$ cat config.mk
export PLATFORM = sky130hd
export DESIGN_NAME = wb_mailbox_subordinate
export DESIGN_NICKNAME = d
export VERILOG_FILES = /design/src/rtl/wb_mailbox_subordinate.sv
export SDC_FILE = /design/constraint.sdc
export NUM_CORES = 1
export LEC_CHECK = 0
export BUFFER_PORTS_ARGS = -buffer_cell sky130_fd_sc_hd__buf_2
export CAP_MARGIN = 20
export CORE_MARGIN = 4
export CORE_UTILIZATION = 55
export DETAILED_ROUTE_END_ITERATION = 12
export PLACE_DENSITY = 0.74
export SLEW_MARGIN = 20
export SYNTH_ARGS = -nofsm -noshare
export SYNTH_HDL_FRONTEND = slang
export SYNTH_SLANG_ARGS = --single-unit
$ cat constraint.sdc
create_clock -name wb_clk_i -period 9.3 [get_ports wb_clk_i]
set_input_delay 0 -clock wb_clk_i [delete_from_list [all_inputs] [get_ports wb_clk_i]]
set_output_delay 0 -clock wb_clk_i [all_outputs]
set_load 0.1 [all_outputs]
$ cat src/rtl/wb_mailbox_subordinate.sv
// Wishbone mailbox peripheral: a TX FIFO from bus to user design, an RX FIFO
// from user design to bus, plus STATUS/CTRL/SCRATCH registers and an RX irq.
module wb_mailbox_subordinate #(
  parameter int DEPTH       = 8,
  parameter int WAIT_STATES = 0
) (
  input  logic        wb_clk_i,
  input  logic        wb_rst_i,
  input  logic        wbs_cyc_i,
  input  logic        wbs_stb_i,
  input  logic        wbs_we_i,
  input  logic [3:0]  wbs_sel_i,
  input  logic [31:0] wbs_adr_i,
  input  logic [31:0] wbs_dat_i,
  output logic        wbs_ack_o,
  output logic [31:0] wbs_dat_o,
  output logic [31:0] tx_dat_o,
  output logic        tx_valid_o,
  input  logic        tx_ready_i,
  input  logic [31:0] rx_dat_i,
  input  logic        rx_valid_i,
  output logic        rx_ready_o,
  output logic        irq_o
);

  localparam int AW = $clog2(DEPTH);
  localparam int CW = AW + 1;
  localparam logic [3:0] WAIT_LAST = 4'((WAIT_STATES == 0) ? 0 : WAIT_STATES - 1);

  typedef enum logic [1:0] {IDLE, WAIT, ACK} state_t;

  state_t      state_reg, state_next;
  logic [3:0]  wait_cnt_reg, wait_cnt_next;
  logic        we_reg;
  logic [2:0]  adr_reg;
  logic [3:0]  sel_reg;
  logic [31:0] dat_reg;

  logic        cur_we;
  logic [2:0]  cur_adr;
  logic [3:0]  cur_sel;
  logic [31:0] cur_dat;
  logic [31:0] sel_mask;
  logic        commit;

  logic [31:0] tx_mem [DEPTH];
  logic [31:0] rx_mem [DEPTH];
  logic [AW-1:0] tx_wr_ptr_reg, tx_rd_ptr_reg, rx_wr_ptr_reg, rx_rd_ptr_reg;
  logic [CW-1:0] tx_cnt_reg, rx_cnt_reg;
  logic        tx_full, tx_empty, rx_full, rx_empty;
  logic        tx_ovf_reg, rx_unf_reg, irq_en_reg, irq_reg;
  logic [31:0] scratch_reg, rd_data, dat_out_reg;

  logic        wr_tx, rd_rx, wr_ctrl, wr_scr;
  logic        tx_flush, rx_flush, clr_sticky;
  logic        tx_push, tx_pop, rx_push, rx_pop;
  logic        adr_unused;

  assign adr_unused = ^{wbs_adr_i[31:5], wbs_adr_i[1:0]};

  // Handshake state register and latched request fields
  always_ff @(posedge wb_clk_i) begin
    if (wb_rst_i) begin
      state_reg    <= IDLE;
      wait_cnt_reg <= '0;
      we_reg       <= 1'b0;
      adr_reg      <= '0;
      sel_reg      <= '0;
      dat_reg      <= '0;
    end else begin
      state_reg    <= state_next;
      wait_cnt_reg <= wait_cnt_next;
      if (state_reg == IDLE && wbs_cyc_i && wbs_stb_i) begin
        we_reg  <= wbs_we_i;
        adr_reg <= wbs_adr_i[4:2];
        sel_reg <= wbs_sel_i;
        dat_reg <= wbs_dat_i;
      end
    end
  end

  // Next-state logic: IDLE -> (WAIT x WAIT_STATES) -> ACK -> IDLE; cyc drop aborts WAIT
  always_comb begin
    state_next    = state_reg;
    wait_cnt_next = wait_cnt_reg;
    case (state_reg)
      IDLE: begin
        if (wbs_cyc_i && wbs_stb_i) begin
          wait_cnt_next = '0;
          state_next    = (WAIT_STATES == 0) ? ACK : WAIT;
        end
      end
      WAIT: begin
        if (!wbs_cyc_i)                   state_next = IDLE;
        else if (wait_cnt_reg == WAIT_LAST) state_next = ACK;
        else                              wait_cnt_next = wait_cnt_reg + 4'd1;
      end
      ACK:     state_next = IDLE;
      default: state_next = IDLE;
    endcase
  end

  // With zero wait states the request commits on the very edge that samples it,
  // so the live bus fields are used while still in IDLE.
  assign cur_we  = (state_reg == IDLE) ? wbs_we_i        : we_reg;
  assign cur_adr = (state_reg == IDLE) ? wbs_adr_i[4:2]  : adr_reg;
  assign cur_sel = (state_reg == IDLE) ? wbs_sel_i       : sel_reg;
  assign cur_dat = (state_reg == IDLE) ? wbs_dat_i       : dat_reg;
  assign commit  = ~wb_rst_i && (state_next == ACK) && (state_reg != ACK);

  genvar gi;
  generate
    for (gi = 0; gi < 4; gi++) begin : g_lane
      assign sel_mask[gi*8 +: 8] = {8{cur_sel[gi]}};
    end
  endgenerate

  assign wr_tx      = commit &  cur_we & (cur_adr == 3'd0);
  assign rd_rx      = commit & ~cur_we & (cur_adr == 3'd1);
  assign wr_ctrl    = commit &  cur_we & (cur_adr == 3'd3);
  assign wr_scr     = commit &  cur_we & (cur_adr == 3'd4);
  assign tx_flush   = wr_ctrl & cur_dat[0];
  assign rx_flush   = wr_ctrl & cur_dat[1];
  assign clr_sticky = wr_ctrl & cur_dat[3];

  assign tx_full    = (tx_cnt_reg == CW'(DEPTH));
  assign tx_empty   = (tx_cnt_reg == '0);
  assign rx_full    = (rx_cnt_reg == CW'(DEPTH));
  assign rx_empty   = (rx_cnt_reg == '0);

  assign tx_push    = wr_tx & ~tx_full;
  assign tx_pop     = ~tx_empty & tx_ready_i;
  assign rx_ready_o = ~rx_full & ~wb_rst_i;
  assign rx_push    = rx_valid_i & rx_ready_o;
  assign rx_pop     = rd_rx & ~rx_empty;

  assign tx_valid_o = ~tx_empty;
  assign tx_dat_o   = tx_mem[tx_rd_ptr_reg];

  // FIFO storage arrays (no reset needed; occupancy is tracked by the counters)
  always_ff @(posedge wb_clk_i) begin
    if (tx_push) tx_mem[tx_wr_ptr_reg] <= cur_dat & sel_mask;
    if (rx_push) rx_mem[rx_wr_ptr_reg] <= rx_dat_i;
  end

  // FIFO pointers and counts; flush overrides any push/pop on the same edge
  always_ff @(posedge wb_clk_i) begin
    if (wb_rst_i || tx_flush) begin
      tx_wr_ptr_reg <= '0;
      tx_rd_ptr_reg <= '0;
      tx_cnt_reg    <= '0;
    end else begin
      if (tx_push) tx_wr_ptr_reg <= tx_wr_ptr_reg + AW'(1);
      if (tx_pop)  tx_rd_ptr_reg <= tx_rd_ptr_reg + AW'(1);
      case ({tx_push, tx_pop})
        2'b10:   tx_cnt_reg <= tx_cnt_reg + CW'(1);
        2'b01:   tx_cnt_reg <= tx_cnt_reg - CW'(1);
        default: tx_cnt_reg <= tx_cnt_reg;
      endcase
    end
    if (wb_rst_i || rx_flush) begin
      rx_wr_ptr_reg <= '0;
      rx_rd_ptr_reg <= '0;
      rx_cnt_reg    <= '0;
    end else begin
      if (rx_push) rx_wr_ptr_reg <= rx_wr_ptr_reg + AW'(1);
      if (rx_pop)  rx_rd_ptr_reg <= rx_rd_ptr_reg + AW'(1);
      case ({rx_push, rx_pop})
        2'b10:   rx_cnt_reg <= rx_cnt_reg + CW'(1);
        2'b01:   rx_cnt_reg <= rx_cnt_reg - CW'(1);
        default: rx_cnt_reg <= rx_cnt_reg;
      endcase
    end
  end

  // Read data mux for the committing transfer
  always_comb begin
    rd_data = '0;
    case (cur_adr)
      3'd1: rd_data = rx_empty ? 32'h0 : rx_mem[rx_rd_ptr_reg];
      3'd2: rd_data = {10'b0, rx_unf_reg, tx_ovf_reg, rx_empty, rx_full, tx_empty, tx_full,
                       2'b0, 6'(rx_cnt_reg), 2'b0, 6'(tx_cnt_reg)};
      3'd3: rd_data = {29'b0, irq_en_reg, 2'b0};
      3'd4: rd_data = scratch_reg;
      default: rd_data = '0;
    endcase
  end

  // Control/status registers, sticky flags (set wins over clear), irq and read data
  always_ff @(posedge wb_clk_i) begin
    if (wb_rst_i) begin
      tx_ovf_reg  <= 1'b0;
      rx_unf_reg  <= 1'b0;
      irq_en_reg  <= 1'b0;
      scratch_reg <= '0;
      irq_reg     <= 1'b0;
      dat_out_reg <= '0;
    end else begin
      tx_ovf_reg <= (tx_ovf_reg & ~clr_sticky) | (wr_tx & tx_full);
      rx_unf_reg <= (rx_unf_reg & ~clr_sticky) | (rd_rx & rx_empty);
      if (wr_ctrl) irq_en_reg  <= cur_dat[2];
      if (wr_scr)  scratch_reg <= (scratch_reg & ~sel_mask) | (cur_dat & sel_mask);
      irq_reg <= irq_en_reg & ~rx_empty;
      if (commit)  dat_out_reg <= cur_we ? 32'h0 : rd_data;
    end
  end

  assign wbs_ack_o = (state_reg == ACK);
  assign wbs_dat_o = dat_out_reg;
  assign irq_o     = irq_reg;

endmodule

Word-level counts from Yosys, hierarchy flattened
Memory sizes are Yosys's and may differ from the RTL's. A register that Yosys moved wholly into a read port is not among the register bits. Index checks and enable logic that the tools add are counted.

Flip-flop bits (word level): 134. Memory bits (writable): 512. Input bits: 107. Output and inout bits: 68. Word-level logic and storage cells: 119. Memories: 2.

Add/sub/neg operators: 9. Eq/ne operators: 17. Mux-type cells: 25. Bitwise gates (word level): 32. Reduce and logical (&&, ||, !) cells: 16.

Memories: rx_mem (words 8, width 32, rd ports 1, clocked after Yosys merged registers in 1, write ports 1, line 47) `logic [31:0] rx_mem [DEPTH];`; tx_mem (words 8, width 32, rd ports 1, clocked after Yosys merged registers in 1, write ports 1, line 46) `logic [31:0] tx_mem [DEPTH];`.

Operators with widths (count): one-hot mux 32 bit (4 select lines) (1); 2-to-1 mux 32 bit (3); bitwise AND 32 bit (2); NOT 32 bit (1); bitwise OR 32 bit (1); one-hot mux 4 bit (2 select lines) (3); bitwise AND 1 bit (19); 2-to-1 mux 4 bit (4); 2-to-1 mux 3 bit (5); adder 3 x 1 -> 3 bit, second input constant (4); adder 4 x 1 -> 4 bit, second input constant (3); logical NOT 4 bit (3); == test 2 bit, second input constant (4); == test 4 bit, second input constant (2); inequality test 2 bit, second input constant (4); subtractor 4 x 1 -> 4 bit, second input constant (2); NOT 1 bit (7); == test 2 x 1 -> 1 bit, second input constant (3); == test 3 x 2 -> 1 bit, second input constant (2); 2-to-1 mux 2 bit (3); nonzero test 2 bit (3); logical AND 1 bit (5); 2-to-1 mux 1 bit (5); one-hot mux 2 bit (2 select lines) (1); other kinds (7) (9).

Depth between registers and ports, before layout
Depth after elaboration: 13. Gate-level depth with buffers: 14. Gate-level depth less buffers: 14.

Worst setup path before layout
Ideal clock, no wire load.

Path kind: register to register. From: reg wait_cnt_reg[0]. To: mem tx_mem[2][0] (enable). Setup time: 0.513 ns. Arrival: 4.869 ns. Required time: 8.787 ns. Path slack: 3.918 ns. Stages on the path, launching flop included: 8. Buffers on the path: 1. Period minus slack after synthesis: 5.382 ns. Path through: dfxtp_1 inv_1 ha_1 and4bb_2 o21ai_1 or3_1 buf_6 nor4b_1.

Longest elaborated chain between the ends: 12.

RTL lines: from (decl) (line 33) `logic [3:0] wait_cnt_reg, wait_cnt_next;`; from (signal assigned) (line 72) `wait_cnt_reg <= wait_cnt_next;`; logical NOT 4 bit (line 95) `else if (wait_cnt_reg == WAIT_LAST) state_next = ACK;`; 2-to-1 mux 2 bit (line 95); 2-to-1 mux 2 bit (line 94) `if (!wbs_cyc_i) state_next = IDLE;`; one-hot mux 2 bit (2 select lines) (line 86) `case (state_reg)`; == test 2 bit (line 109) `assign commit = ~wb_rst_i && (state_next == ACK) && (state_reg != ACK);`; logical AND 1 bit (2 in series) (line 109); bitwise AND 1 bit (2 in series) (line 118) `assign wr_tx = commit & cur_we & (cur_adr == 3'd0);`; bitwise AND 1 bit (line 131) `assign tx_push = wr_tx & ~tx_full;`; 2-to-1 mux 1 bit (line 142) `if (tx_push) tx_mem[tx_wr_ptr_reg] <= cur_dat & sel_mask;`; 2-to-1 mux 1 bit (implied by the code) (line 142); to (decl) (line 46).

No other way between the ends.

Worst setup path in the final report
From: reg state_reg[0]. To: reg rx_cnt_reg[3].

Longest elaborated chain between the ends: 11. Elaborated cells on any way between the ends: 27. Classes of those cells: eq/ne: 7; mux: 8; bitwise: 7; reduce/logical: 5.

RTL lines: from (decl) (line 32) `state_t state_reg, state_next;`; from (signal assigned) (line 71) `state_reg <= state_next;`; 2-to-1 mux 2 bit (line 95); 2-to-1 mux 2 bit (line 94); one-hot mux 2 bit (2 select lines) (line 86); == test 2 bit (line 109); logical AND 1 bit (2 in series) (line 109); bitwise AND 1 bit (line 119) `assign rd_rx = commit & ~cur_we & (cur_adr == 3'd1);`; bitwise AND 1 bit (*) (line 119); bitwise AND 1 bit (*) (line 135) `assign rx_pop = rd_rx & ~rx_empty;`; named net rx_pop (line 56) `logic tx_push, tx_pop, rx_push, rx_pop;`; == test 2 x 1 -> 1 bit or == test 2 bit (tied branches) (line 168) `case ({rx_push, rx_pop})`; one-hot mux 4 bit (2 select lines) or nonzero test 2 bit (tied branches); to (signal assigned) (line 169) `2'b10: rx_cnt_reg <= rx_cnt_reg + CW'(1);`; to (signal assigned) (line 170) `2'b01: rx_cnt_reg <= rx_cnt_reg - CW'(1);`; to (signal assigned) (line 171) `default: rx_cnt_reg <= rx_cnt_reg;`; to (decl) (line 49) `logic [CW-1:0] tx_cnt_reg, rx_cnt_reg;`.

The timed path passes the listed nets; every way through them passes the cells marked *. A chain may end at the register's enable or synchronous reset.

==> flow_metrics.py <==
metrics = {
    "outcome": {
        "outcome": "finished clean",
    },
    "yosys": {
        "avgSynthCellArea_um2": 17.2,
        "syn_area_um2": 25500,
        "ys_seq_area_share_pct": 71.3,
        "synth_cell_type_count": 67,
        "synth_top_cell_by_area": "edfxtp_1",
        "syn_nets": 1598,
        "async_flop_share_pct": 0,
        "synth-edff-count": 512,
        "syn-instance-count": 1479,
        "yosysTopAreaCellShare_pct": 60.3,
        "ys_seq_elements": 652,
        "synthFlopType": "edfxtp_1",
        "ys_top_cells_by_area": "edfxtp_1 60%, mux4_2 11%, dfxtp_1 11%",
        "yosys_warnings": 0,
    },
    "timing": {
        "timing.final.crit_share_pct": 36.0,
        "fin_skew_ps": 30.6,
        "clock.fmax_mhz": 299,
        "fin_setup_tns_ps": 0,
        "hold_violations": 0,
        "setup_ws_ps": 5950,
        "grt_setup_unrepaired": "no",
        "setup_viol": 0,
        "tightest_slew_ps": 965,
        "fin_crit_ps": 3350,
        "max_slew_margin_pct": 35.6,
        "drv_slew": 0,
    },
    "clock_tree": {
        "clk_pin_slew_ps": 60,
        "cts-buffers-inserted": 66,
        "htreeDepth": 3,
        "cts.path.max_buffers": 3,
        "cts_setup_buffers": 0,
        "cts_resized": 0,
        "cts_root_buf": "clkbuf_16",
        "clkSinkCount": 652,
        "worstSkewPairLatency_ps": 600,
        "cts_tree": "built",
    },
    "detailed_routing": {
        "first_pass_iters": 7,
        "drt-initial-drc-count": 1312,
        "remaining_drc_errors": 0,
        "postRouteAntennaNets": 0,
        "via_per_inst": 5.95,
        "routed-via-count": 14100,
        "totalWireLength_um": 57300,
        "post_drt_wl_per_cell_um": 24.1,
    },
    "setup_path": {
        "end_kind": "flop",
        "start_kind": "flop",
        "worstSetupPathType": "flop to flop",
        "worstPathCellList": "and4bb_2, o2111ai_1, or4_4, inv_2, ha_1, nor4bb_1, a21oi_1, o31ai_1, xnor2_1, nor2_1",
        "max_stage_delay_ps": 690,
        "worstPathArrival_ps": 3800,
        "required_ps": 9750,
        "cp_max_fo": 16,
        "slowest_stage": "dfxtp_1",
    },
    "finish": {
        "fillers": 3054,
        "drive_gt1_share_pct": 28.7,
        "seqCellArea_um2": 18200,
        "nets": 1842,
        "multiInputGateArea_um2": 7010,
        "syn2layout_area_growth_pct": 17.2,
        "largest_registers": "rx_mem x256, tx_mem x256",
    },
    "die": {
        "die_y_um": 223,
        "core_area_um2": 45600,
        "dieArea_um2": 49900,
        "die_x_um": 223,
        "design.portCount": 175,
        "std_cell_rows": 78,
        "start_util_pct": 55.9,
    },
    "job": {
        "cap_violations": 0,
    },
    "placed_design": {
        "gp_congestion": 0.795,
        "port_buffers": 145,
        "hpwl_um": 34000,
        "dp_slack_ps": 5970,
    },
    "grt": {
        "grt_usage_pct": 22.9,
        "antenna_found_initial": 1,
        "grt_max_degree": 87,
        "grt_pass1_wl_um": 87100,
        "grt_pass1_vias": 14400,
        "grt_overflow": 0,
    },
    "pwr": {
        "leakagePower_nw": 9.91,
        "irDropWorstVdd_v": 0.000166,
        "power.density_nw_per_um2": 199,
    },
    "min_path": {
        "hold_path.class": "input pin to flop",
    },
}
==> routing by layer <==
layer | track usage, % | up-vias | wire, um
li1 | - | 6295 | -
met2 | 38.3 | 528 | 28500
met1 | 31.2 | 7199 | 23200
met5 | 0 | - | 0
met4 | 6.82 | 0 | 1490
met3 | 4.30 | 110 | 4190
==> through the flow <==
stage	area, um2	hold slack [ps]	util (%)	power (W)	cells
floorplan	25500	98.9	-	0.00335	1479
global placement	27000	255	59.1	0.00343	2171
detailed placement	27000	262	59.1	0.00344	2171
CTS	29900	94.3	65.5	0.00598	2374
global route	29900	164	65.5	0.00612	2375
finish	29900	106	65.5	0.00594	2377
==> cell usage after synthesis, types with 3 or more instances <==
cell / count
edfxtp_1: 512
dfxtp_1: 140
mux4_2: 128
nand2_1: 128
nor2_1: 99
mux2_2: 64
a21oi_1: 52
clkbuf_1: 49
mux2i_1: 39
o21ai_0: 31
a211oi_1: 30
buf_2: 24
a22oi_1: 18
a222oi_1: 12
ha_1: 12
nor3_1: 12
xor2_1: 11
inv_1: 9
o21ai_1: 9
nand2b_1: 7
xnor2_1: 6
buf_1: 5
nor4_1: 5
nand3_1: 4
nor3_4: 4
nor3b_1: 4
nor4b_1: 4
nor4bb_1: 4
buf_6: 3
mux2i_2: 3
nand3b_1: 3
o21a_1: 3
or3_1: 3
==> power breakdown <==
group          leakage (nW)  internal, W  switching (W)
Combinational          3.12    0.0000816       0.000147
Sequential             5.78      0.00316      0.0000118
Clock                  1.01      0.00145        0.00109
==> repair_timing <==
action,CTS,global route
endpoints found under the setup margin,0,0
hold buffers,84,0
endpoints found under the hold margin,349,0
==> path summary, 6_finish.rpt <==
kind           startpoint         endpoint  slack (ps)  cells after the start
max          state_reg[0]    rx_cnt_reg[3]        5950                     10
min              wb_rst_i  wait_cnt_reg[0]         110                      3
max reg2reg  state_reg[0]    rx_cnt_reg[3]        5950                     10
min reg2reg  wbs_dat_o[7]     wbs_dat_o[7]         450                      2
==> cell usage in the layout (no fill, tap or decap), drive strengths merged, types with 16 or more instances in the layout <==
| cell type | count |
|---|---|
| a22oi | 18 |
| mux2 | 65 |
| dfxtp | 140 |
| nand2 | 128 |
| nor2 | 100 |
| nor3 | 16 |
| mux4 | 128 |
| a211oi | 30 |
| dlygate4sd3 | 84 |
| clkbuf | 91 |
| clkinv | 23 |
| a21oi | 53 |
| o21ai | 40 |
| mux2i | 42 |
| edfxtp | 512 |
| buf | 177 |
==> worst max-delay path: cells and delay by family, from the launching register on <==
family          cells  cell delay, ps
buf+inv             1             120
compound gates      3             630
flops               1             690
simple gates        4            1360
xor+xnor            1             150
fa+ha+maj           1             260
==> layout make-up <==
cell class / count / share of cell area (%)
Multi-Input combinational cell: 732 / 23.5
Inverter: 10 / 0.126
Clock buffer: 91 / 6.05
Clock inverter: 28 / 0.867
Timing Repair Buffer: 261 / 6.05
Sequential cell: 652 / 60.9
Antenna cell: 3 / 0.0251
Tap cell: 600 / 2.51
==> cells by family after synthesis <==
| logic type | synth area share (%) |
|---|---|
| simple gates | 5.38 |
| compound gates | 4.62 |
| buf+inv | 1.64 |
| fa+ha+maj | 0.589 |
| xor+xnor | 0.584 |
| flops | 71.3 |
| mux | 15.9 |
Note: power is estimated with default switching activity, not from simulation.
